`config.mk`:
```
export PLATFORM = sky130hd
export DESIGN_NAME = vga_sync_gen
export DESIGN_NICKNAME = d
export VERILOG_FILES = /design/src/rtl/vga_pkg.sv /design/src/rtl/vga_counter.sv /design/src/rtl/vga_sync_gen.sv
export SDC_FILE = /design/constraint.sdc
export NUM_CORES = 1
export LEC_CHECK = 0
export CAP_MARGIN = 10
export CORE_MARGIN = 2
export CORE_UTILIZATION = 55
export DETAILED_ROUTE_END_ITERATION = 7
export DONT_BUFFER_PORTS = 1
export PLACE_DENSITY = 0.82
export SLEW_MARGIN = 20
export SYNTH_ARGS = -nofsm -noshare
export SYNTH_HDL_FRONTEND = slang
export SYNTH_HIERARCHICAL = 1
export SYNTH_SLANG_ARGS = --single-unit
export TNS_END_PERCENT = 100
```
`constraint.sdc`:
```
create_clock -name CLK -period 1.73 [get_ports CLK]
set_clock_uncertainty 0.15 [all_clocks]
set_input_delay 0.2595 -clock CLK [delete_from_list [all_inputs] [get_ports CLK]]
set_output_delay 0.2595 -clock CLK [all_outputs]
set_load 0.05 [all_outputs]
```
`src/rtl/vga_pkg.sv`:
```
// vga_pkg: 640x480@60 timing defaults, derived totals and sync windows, colour-bar palette.
// Latency: n/a (constants and pure functions only).
// Backpressure: n/a; the raster is free-running and never stalls.
package vga_pkg;

    // Default 640x480@60 timing, in pixels (horizontal) and whole lines (vertical).
    localparam int VGA_H_ACTIVE = 640;
    localparam int VGA_H_FP     = 16;
    localparam int VGA_H_SYNC   = 96;
    localparam int VGA_H_BP     = 48;
    localparam int VGA_V_ACTIVE = 480;
    localparam int VGA_V_FP     = 10;
    localparam int VGA_V_SYNC   = 2;
    localparam int VGA_V_BP     = 33;
    localparam int VGA_CNT_W    = 10;

    // Colour bus is {R[3:0],G[3:0],B[3:0]} straight into the resistor DAC.
    localparam int RGB_W = 12;
    typedef logic [RGB_W-1:0] rgb_t;

    // Sync pulse starts right after the front porch and lasts the sync width.
    function automatic int sync_start(input int active, input int fp);
        return active + fp;
    endfunction

    function automatic int sync_end(input int active, input int fp, input int sync);
        return active + fp + sync - 1;
    endfunction

    function automatic int total_len(input int active, input int fp, input int sync, input int bp);
        return active + fp + sync + bp;
    endfunction

    localparam int VGA_H_TOTAL      = total_len(VGA_H_ACTIVE, VGA_H_FP, VGA_H_SYNC, VGA_H_BP);
    localparam int VGA_V_TOTAL      = total_len(VGA_V_ACTIVE, VGA_V_FP, VGA_V_SYNC, VGA_V_BP);
    localparam int VGA_H_SYNC_START = sync_start(VGA_H_ACTIVE, VGA_H_FP);
    localparam int VGA_H_SYNC_END   = sync_end(VGA_H_ACTIVE, VGA_H_FP, VGA_H_SYNC);
    localparam int VGA_V_SYNC_START = sync_start(VGA_V_ACTIVE, VGA_V_FP);
    localparam int VGA_V_SYNC_END   = sync_end(VGA_V_ACTIVE, VGA_V_FP, VGA_V_SYNC);

    // Test-pattern geometry: eight equal-width vertical bars across the active line.
    localparam int BAR_COUNT = 8;
    localparam int BAR_W     = VGA_H_ACTIVE / BAR_COUNT;

    localparam rgb_t COL_WHITE   = 12'hFFF;
    localparam rgb_t COL_YELLOW  = 12'hFF0;
    localparam rgb_t COL_CYAN    = 12'h0FF;
    localparam rgb_t COL_GREEN   = 12'h0F0;
    localparam rgb_t COL_MAGENTA = 12'hF0F;
    localparam rgb_t COL_RED     = 12'hF00;
    localparam rgb_t COL_BLUE    = 12'h00F;
    localparam rgb_t COL_BLACK   = 12'h000;

    // Classic SMPTE-like ordering, left to right.
    function automatic rgb_t bar_colour(input logic [2:0] idx);
        rgb_t c;
        case (idx)
            3'd0:    c = COL_WHITE;
            3'd1:    c = COL_YELLOW;
            3'd2:    c = COL_CYAN;
            3'd3:    c = COL_GREEN;
            3'd4:    c = COL_MAGENTA;
            3'd5:    c = COL_RED;
            3'd6:    c = COL_BLUE;
            default: c = COL_BLACK;
        endcase
        return c;
    endfunction

endpackage

```
`src/rtl/vga_counter.sv`:
```
// vga_counter: free-running horizontal/vertical raster counters with line-end and frame-end strobes.
// Latency: strobes are combinational from the current count; counts advance every clock.
// Backpressure: none; the raster never stalls, it only restarts on reset.
module vga_counter
    import vga_pkg::*;
#(
    parameter int H_TOTAL = VGA_H_TOTAL,
    parameter int V_TOTAL = VGA_V_TOTAL,
    parameter int CNT_W   = VGA_CNT_W
) (
    input  logic             i_clk,
    input  logic             i_rst_n,
    output logic [CNT_W-1:0] o_hcnt,
    output logic [CNT_W-1:0] o_vcnt,
    output logic             o_line_end,
    output logic             o_frame_end
);

    localparam logic [CNT_W-1:0] H_LAST = CNT_W'(H_TOTAL - 1);
    localparam logic [CNT_W-1:0] V_LAST = CNT_W'(V_TOTAL - 1);

    logic [CNT_W-1:0] r_hcnt;
    logic [CNT_W-1:0] r_vcnt;
    logic             w_line_end;
    logic             w_frame_end;

    // Last pixel of a line, and last pixel of the last line of the frame.
    always_comb begin
        w_line_end  = (r_hcnt == H_LAST);
        w_frame_end = w_line_end && (r_vcnt == V_LAST);
    end

    // Pixel counter wraps every line; line counter steps (and wraps) on that same cycle.
    always_ff @(posedge i_clk or negedge i_rst_n) begin
        if (!i_rst_n) begin
            r_hcnt <= '0;
            r_vcnt <= '0;
        end else begin
            r_hcnt <= w_line_end ? '0 : r_hcnt + 1'b1;
            if (w_line_end) begin
                r_vcnt <= w_frame_end ? '0 : r_vcnt + 1'b1;
            end
        end
    end

    assign o_hcnt      = r_hcnt;
    assign o_vcnt      = r_vcnt;
    assign o_line_end  = w_line_end;
    assign o_frame_end = w_frame_end;

endmodule

```
`src/rtl/vga_sync_gen.sv`:
```
// vga_sync_gen: 640x480@60 VGA timing, renderer coordinate bus and registered sync/RGB pins.
// Latency: coordinates 1 clock after the counters; HS/VS/RGB 2 clocks after, mutually aligned.
// Backpressure: none; renderer must answer PIX_RGB combinationally in the same cycle.
// Build option: define VGA_TEST_PATTERN_EN to replace PIX_RGB with eight vertical colour bars.
module vga_sync_gen
    import vga_pkg::*;
#(
    parameter int H_ACTIVE = VGA_H_ACTIVE,
    parameter int H_FP     = VGA_H_FP,
    parameter int H_SYNC   = VGA_H_SYNC,
    parameter int H_BP     = VGA_H_BP,
    parameter int V_ACTIVE = VGA_V_ACTIVE,
    parameter int V_FP     = VGA_V_FP,
    parameter int V_SYNC   = VGA_V_SYNC,
    parameter int V_BP     = VGA_V_BP,
    parameter int CNT_W    = VGA_CNT_W
) (
    input  logic             CLK,
    input  logic             RST,
    output logic [CNT_W-1:0] PIX_X,
    output logic [CNT_W-1:0] PIX_Y,
    output logic             PIX_DE,
    output logic             FRAME_START,
    input  logic [RGB_W-1:0] PIX_RGB,
    output logic             VGA_HS,
    output logic             VGA_VS,
    output logic [RGB_W-1:0] VGA_RGB
);

    localparam int H_TOTAL = total_len(H_ACTIVE, H_FP, H_SYNC, H_BP);
    localparam int V_TOTAL = total_len(V_ACTIVE, V_FP, V_SYNC, V_BP);

    localparam logic [CNT_W-1:0] H_ACT_C    = CNT_W'(H_ACTIVE);
    localparam logic [CNT_W-1:0] V_ACT_C    = CNT_W'(V_ACTIVE);
    localparam logic [CNT_W-1:0] HS_START_C = CNT_W'(sync_start(H_ACTIVE, H_FP));
    localparam logic [CNT_W-1:0] HS_END_C   = CNT_W'(sync_end(H_ACTIVE, H_FP, H_SYNC));
    localparam logic [CNT_W-1:0] VS_START_C = CNT_W'(sync_start(V_ACTIVE, V_FP));
    localparam logic [CNT_W-1:0] VS_END_C   = CNT_W'(sync_end(V_ACTIVE, V_FP, V_SYNC));

    // ------------------------------------------------------------------
    // Raster counters
    // ------------------------------------------------------------------
    logic [CNT_W-1:0] w_hcnt;
    logic [CNT_W-1:0] w_vcnt;
    logic             w_line_end;
    logic             w_frame_end;

    vga_counter #(
        .H_TOTAL (H_TOTAL),
        .V_TOTAL (V_TOTAL),
        .CNT_W   (CNT_W)
    ) u_counter (
        .i_clk       (CLK),
        .i_rst_n     (RST),
        .o_hcnt      (w_hcnt),
        .o_vcnt      (w_vcnt),
        .o_line_end  (w_line_end),
        .o_frame_end (w_frame_end)
    );

    // ------------------------------------------------------------------
    // Stage 1: decode counters into active-video, frame marker and raw syncs
    // ------------------------------------------------------------------
    logic w_de;
    logic w_fs;
    logic w_hs;
    logic w_vs;

    // Sync windows are inclusive ranges; both syncs are active low.
    always_comb begin
        w_de = (w_hcnt < H_ACT_C) && (w_vcnt < V_ACT_C);
        w_fs = (w_hcnt == '0) && (w_vcnt == '0);
        w_hs = !((w_hcnt >= HS_START_C) && (w_hcnt <= HS_END_C));
        w_vs = !((w_vcnt >= VS_START_C) && (w_vcnt <= VS_END_C));
    end

    logic [CNT_W-1:0] r_pix_x;
    logic [CNT_W-1:0] r_pix_y;
    logic             r_pix_de;
    logic             r_frame_start;
    logic             r_hs1;
    logic             r_vs1;

    // Register coordinates (zeroed in blanking so the renderer sees a clean bus) and raw syncs.
    always_ff @(posedge CLK or negedge RST) begin
        if (!RST) begin
            r_pix_x       <= '0;
            r_pix_y       <= '0;
            r_pix_de      <= 1'b0;
            r_frame_start <= 1'b0;
            r_hs1         <= 1'b1;
            r_vs1         <= 1'b1;
        end else begin
            r_pix_x       <= w_de ? w_hcnt : '0;
            r_pix_y       <= w_de ? w_vcnt : '0;
            r_pix_de      <= w_de;
            r_frame_start <= w_fs;
            r_hs1         <= w_hs;
            r_vs1         <= w_vs;
        end
    end

    // ------------------------------------------------------------------
    // Colour source: renderer pass-through or built-in bars
    // ------------------------------------------------------------------
    rgb_t w_rgb_src;

`ifdef VGA_TEST_PATTERN_EN
    logic [2:0] w_bar_idx;
    logic       w_unused_pix_rgb;

    // Pick the leftmost bar whose right edge lies beyond the current column.
    always_comb begin
        w_bar_idx = 3'(BAR_COUNT - 1);
        for (int i = BAR_COUNT - 2; i >= 0; i--) begin
            if (r_pix_x < CNT_W'((i + 1) * BAR_W)) begin
                w_bar_idx = 3'(i);
            end
        end
    end

    assign w_rgb_src        = bar_colour(w_bar_idx);
    assign w_unused_pix_rgb = ^PIX_RGB;
`else
    assign w_rgb_src = PIX_RGB;
`endif

    // ------------------------------------------------------------------
    // Stage 2: pin registers, syncs and colour leave together
    // ------------------------------------------------------------------
    logic       r_vga_hs;
    logic       r_vga_vs;
    rgb_t       r_vga_rgb;

    // Blanking forces black so the DAC never sees colour during porches or sync.
    always_ff @(posedge CLK or negedge RST) begin
        if (!RST) begin
            r_vga_hs  <= 1'b1;
            r_vga_vs  <= 1'b1;
            r_vga_rgb <= '0;
        end else begin
            r_vga_hs  <= r_hs1;
            r_vga_vs  <= r_vs1;
            r_vga_rgb <= r_pix_de ? w_rgb_src : '0;
        end
    end

    assign PIX_X       = r_pix_x;
    assign PIX_Y       = r_pix_y;
    assign PIX_DE      = r_pix_de;
    assign FRAME_START = r_frame_start;
    assign VGA_HS      = r_vga_hs;
    assign VGA_VS      = r_vga_vs;
    assign VGA_RGB     = r_vga_rgb;

    // ------------------------------------------------------------------
    // Structural invariants of the raster counter
    // ------------------------------------------------------------------
    a_line_wrap: assert property (@(posedge CLK) disable iff (!RST)
        w_line_end |=> (w_hcnt == '0));

    a_frame_wrap: assert property (@(posedge CLK) disable iff (!RST)
        w_frame_end |=> ((w_hcnt == '0) && (w_vcnt == '0)));

endmodule

```
# Word level (Yosys, flattened, before mapping)
# Index checks and enable logic that the tools add are counted.
# totals
regBits	58
output_inout_bits	36
# op_classes
mux	5
reduce_logical	9
eq_ne	2
add_sub_neg	2
n_lt_le_gt_ge	6
# op_table
cell	count
10-bit 2-to-1 mux	4
10-bit by 1-bit adder with 10-bit output, second input constant	2
10-bit == test, second input constant	2
10-bit zero test	2
12-bit 2-to-1 mux	1
10-bit greater-or-equal comparator, second input constant	1
10-bit by 9-bit greater-or-equal comparator with 1-bit output, second input constant	1
10-bit less-or-equal comparator, second input constant	1
10-bit by 9-bit less-or-equal comparator with 1-bit output, second input constant	1
10-bit less-than comparator, second input constant	1
10-bit by 9-bit less-than comparator with 1-bit output, second input constant	1
1-bit logical AND	5
1-bit zero test	2

# Depth between registers and ports, before layout
# logic_depth
word_depth	3
ltp_mapped	6
depth_no_buf	6

# Hierarchy
# Netlist, hierarchy kept.
# by_module_without_submodules
mod	n_inst	seq_area_each_um2	cells_per_inst	area_per_inst_um2
vga_sync_gen	1	955.9	91	1266.2
vga_counter	1	500.5	94	1017.2

# Worst setup path after synthesis
# Ideal clock, no wire load.
# synth_timing
kind	reg2reg
startpoint	register u_counter.r_hcnt[5], in the netlist u_counter/o_hcnt[5]
endpoint	register u_counter.r_hcnt[9], in the netlist u_counter/o_hcnt[9]
stages_incl_launch_ff	7
path_buffers	1
period_less_slack_ps	1873
required_time_ps	1447
setup_time_ps	133
setup_slack_ps	-143
arrival_time_ps	1590
cell_sequence	dfrtp_1 or3_1 buf_6 or3_4 clkinv_4 or2_1 a31oi_1
# synth_between
elab_chain_cells	2
# synth_rtl
item	line	source
start, declared	vga_counter.sv:22	logic [CNT_W-1:0] r_hcnt;
start signal, assigned	vga_counter.sv:39	r_hcnt <= w_line_end ? '0 : r_hcnt + 1'b1;
10-bit == test	vga_counter.sv:29	w_line_end = (r_hcnt == H_LAST);
via w_line_end	vga_sync_gen.sv:45	logic w_line_end;
10-bit 2-to-1 mux	vga_counter.sv:39	
# The timed path passes the listed nets, and every way through them passes these cells.
# A chain may end at the register's enable or synchronous reset.

# Worst setup path in the final report
# layout_timing
startpoint	register u_counter.r_hcnt[7], in the netlist u_counter/o_hcnt[7]
endpoint	register u_counter.r_vcnt[9], in the netlist u_counter/o_vcnt[9]
# layout_between
elab_chain_cells	3
# layout_rtl
item	line	source
10-bit == test *	vga_counter.sv:29	
1-bit logical AND	vga_counter.sv:30	w_frame_end = w_line_end && (r_vcnt == V_LAST);
10-bit 2-to-1 mux	vga_counter.sv:41	r_vcnt <= w_frame_end ? '0 : r_vcnt + 1'b1;
end signal, assigned	vga_counter.sv:41	
end, declared	vga_counter.sv:23	logic [CNT_W-1:0] r_vcnt;
# Every way passes the cells marked *; elsewhere a longest branch is shown, timed or not.

==> metrics <==
Seq cells post-synth=58; Synth Area in Compound Gates=2.027%; final RePlAce weighted congestion=0.8885; Worst-Skew Late Latency=0.34 ns; Initial DRT Pass Iterations=4; clock-pin slew on the worst setup and hold paths=0.07 ns; GRT Util Overall=23.51%; Static Leakage=1.331 nW; share of cells above drive strength 1=24.26%; die area=4683 sq um; Finished Core Util=71.41%; async set or reset register ratio after synthesis=100.0%; max cap viols=0; vias in the first global route=1621; Syn Area/Cell=12.34 sq um; Slew Limit Headroom=52.67%; CP max FO=6; CP Capture Type=flip-flop; sequential area share after synthesis=63.78%; routed wire length=5221 um; switching share of power=21.68%; final non-filler cell area=2856 sq um; status=finished with violations; clk sink count=58; ant diodes=0; maximum vdd drop=423.8 uV; Port Buffers=0; vias per cell=5.565; Power Dens Cells=889.4 nW/um^2; Synth Area in Simple Gates=25.26%; Comb pwr share=1.3%; actual slew at the worst max-slew pin=0.7100 ns; number of synthesized flops with an enable pin=0; # nets final=248; Pint=0.001990 W; Worst Hold Class=input port to asynchronous set/reset pin; Design Power=0.002541 W; overflow left after global routing=0; WP data required=1.79 ns; first-pass GRT wire length=7590 um; Final Hold Viols=58; area growth from synthesis to layout=25.10%; RSZ-0062 raised after global routing=yes; mux cell area share after synthesis=0%; non-filler cells, final=285; setup violators final=7; ys flop type=dfrtp_1; Max Clk Rate=564.3 MHz; Post-Syn Nets=202; Worst EP arrival=1.83 ns; FP Rows=23; max-slew violation count=0; Netlist cell types=34; H-Tree Depth=3; Final ANT Viol Nets=0; Setup WS pre-CTS=-0.1219 ns; Psw=0.0005509 W; initial DRC count=214; HPWL Detailed=3217 um; pin count of the biggest net entering global routing=59; CTS tree=done; commonest non-fill, non-tap cells in the layout=dfrtp_1, and2_1, buf_4; xor/xnor cell area share of the yosys netlist=4.986%; Chip Height=68.44 um; kind of critical path=flip-flop to flip-flop; hold slack=-0.5387 ns; placed inst area=2525 sq um; r2r setup slk=-0.04 ns; routed vias=1586; wire per inst=18.32 um; failing checks=negative hold slack, negative setup slack; initial antenna violation count=0; Core Footprint=4000 sq um; Clk pwr share=42.2%; Seq pwr share=56.5%; Ports=50; CP startpoint kind=flip-flop; Adder-Cell Fraction of Synth Area=1.644%; combinational family with the most area after synthesis=simple AND/OR/NAND/NOR gates; DR DRC count=0; yosys warns=6; placed cell count=257; Clock Tree Root=clkbuf_8; Synth Cell Area=2283 sq um; final period utilization=102.4%; clock tree buffer depth=2; die width=68.44 um; Final WS setup=-0.04200 ns; Initial Util=57.08%; commonest non-fill, non-tap cell in the layout=dfrtp_1; Syn Inst Count=185; min Tclk post-route=1.772 ns; cts bufs inserted=9; hold_buf cts=12
[cell families (layout without fill, tap and decap cells)]
kind of cell             Yosys count  count (layout)
AO/OA/AOI/OAI                      8               8
XOR/XNOR                          13              13
other                              1               1
adder cells (fa/ha/maj)            3               3
flip-flops                        58              58
buffers and inverters              9              59
AND/OR/NAND/NOR                   93              93
[synth_stat cells, types with 3 or more instances]
library cell / number / area (sq um)
and2_1: 33 / 206.5
and3_1: 5 / 31.28
dfrtp_1: 54 / 1351
dfstp_2: 4 / 105.1
ha_1: 3 / 37.54
inv_1: 4 / 15.01
nand2_1: 3 / 11.26
nand3_1: 14 / 70.07
nand4_1: 4 / 25.02
nor2_1: 14 / 52.55
nor4_1: 6 / 37.54
o21ai_1: 3 / 15.01
xnor2_1: 8 / 70.07
xor2_1: 5 / 43.79
[power by group through the flow]
stage          combinational [W]  sequential [W]  clock [W]
2_1_floorplan         0.00000960         0.00146          0
6_report               0.0000331         0.00144    0.00107
5_1_grt                0.0000361         0.00144    0.00115
3_5_place_dp           0.0000113         0.00146          0
4_1_cts                0.0000326         0.00144    0.00108
3_3_place_gp           0.0000106         0.00146          0
[timing repair]
item / 4_1_cts / 5_1_grt
setup endpoints to repair: 11 / 12
endpoints found under the hold margin: 70 / 58
pin swaps: 4 / 2
buffers inserted: 0 / 1
resized for setup: 4 / 6
[sequential cells by signal, indices dropped and copies added (netlist names), 10 cells and up]
register and cells:
VGA_RGB 12, PIX_X 10, PIX_Y 10, u_counter/o_hcnt 10
u_counter/o_vcnt 10
[per-layer routing]
metal  share of wire (%)  track usage [%]  vias to the layer above
li1                    -                -                      715
met1                  39            26.06                      788
met2                  51            38.10                       74
met3                 7.9            8.882                        9
met4                 2.0            14.25                        0
met5                   0                0                        -
[critical path: stages (launching register included)]
cell and delay, ns:
dfrtp_1 0.39, or3_4 0.44, buf_6 0.14, nor4_4 0.24, and3_1 0.24, nor4_2 0.05
[path summary, 6_finish.rpt]
path,startpoint,depth (start not counted),endpoint
max in group asynchronous,RST,0,VGA_VS
min in group CLK,r_vs1,0,VGA_VS
worst min register to register,r_vs1,0,VGA_VS
worst min-delay path,RST,0,PIX_Y[4]
worst max-delay path,u_counter/o_hcnt[7],5,u_counter/o_vcnt[9]
worst max register to register,u_counter/o_hcnt[7],5,u_counter/o_vcnt[9]
[layout make-up]
| class | count | area [sq um] |
|---|---|---|
| Sequential cell | 58 | 1456 |
| Fill cell | 239 | 1144 |
| Multi-Input combinational cell | 118 | 820.8 |
| Timing Repair Buffer | 39 | 326.6 |
| Clock buffer | 15 | 166.4 |
| Tap cell | 50 | 62.56 |
| Inverter | 5 | 23.77 |
[stage by stage]
stage / hold WS, ns / setup TNS, ns
global route: -0.5559 / -0.7024
detailed placement: -0.1849 / -0.5698
finish: -0.5387 / -0.1422
floorplan: -0.1861 / -0.1024
CTS: -0.5505 / -0.1514
global placement: -0.1849 / -0.1764
(Power assumes the default switching activity.)
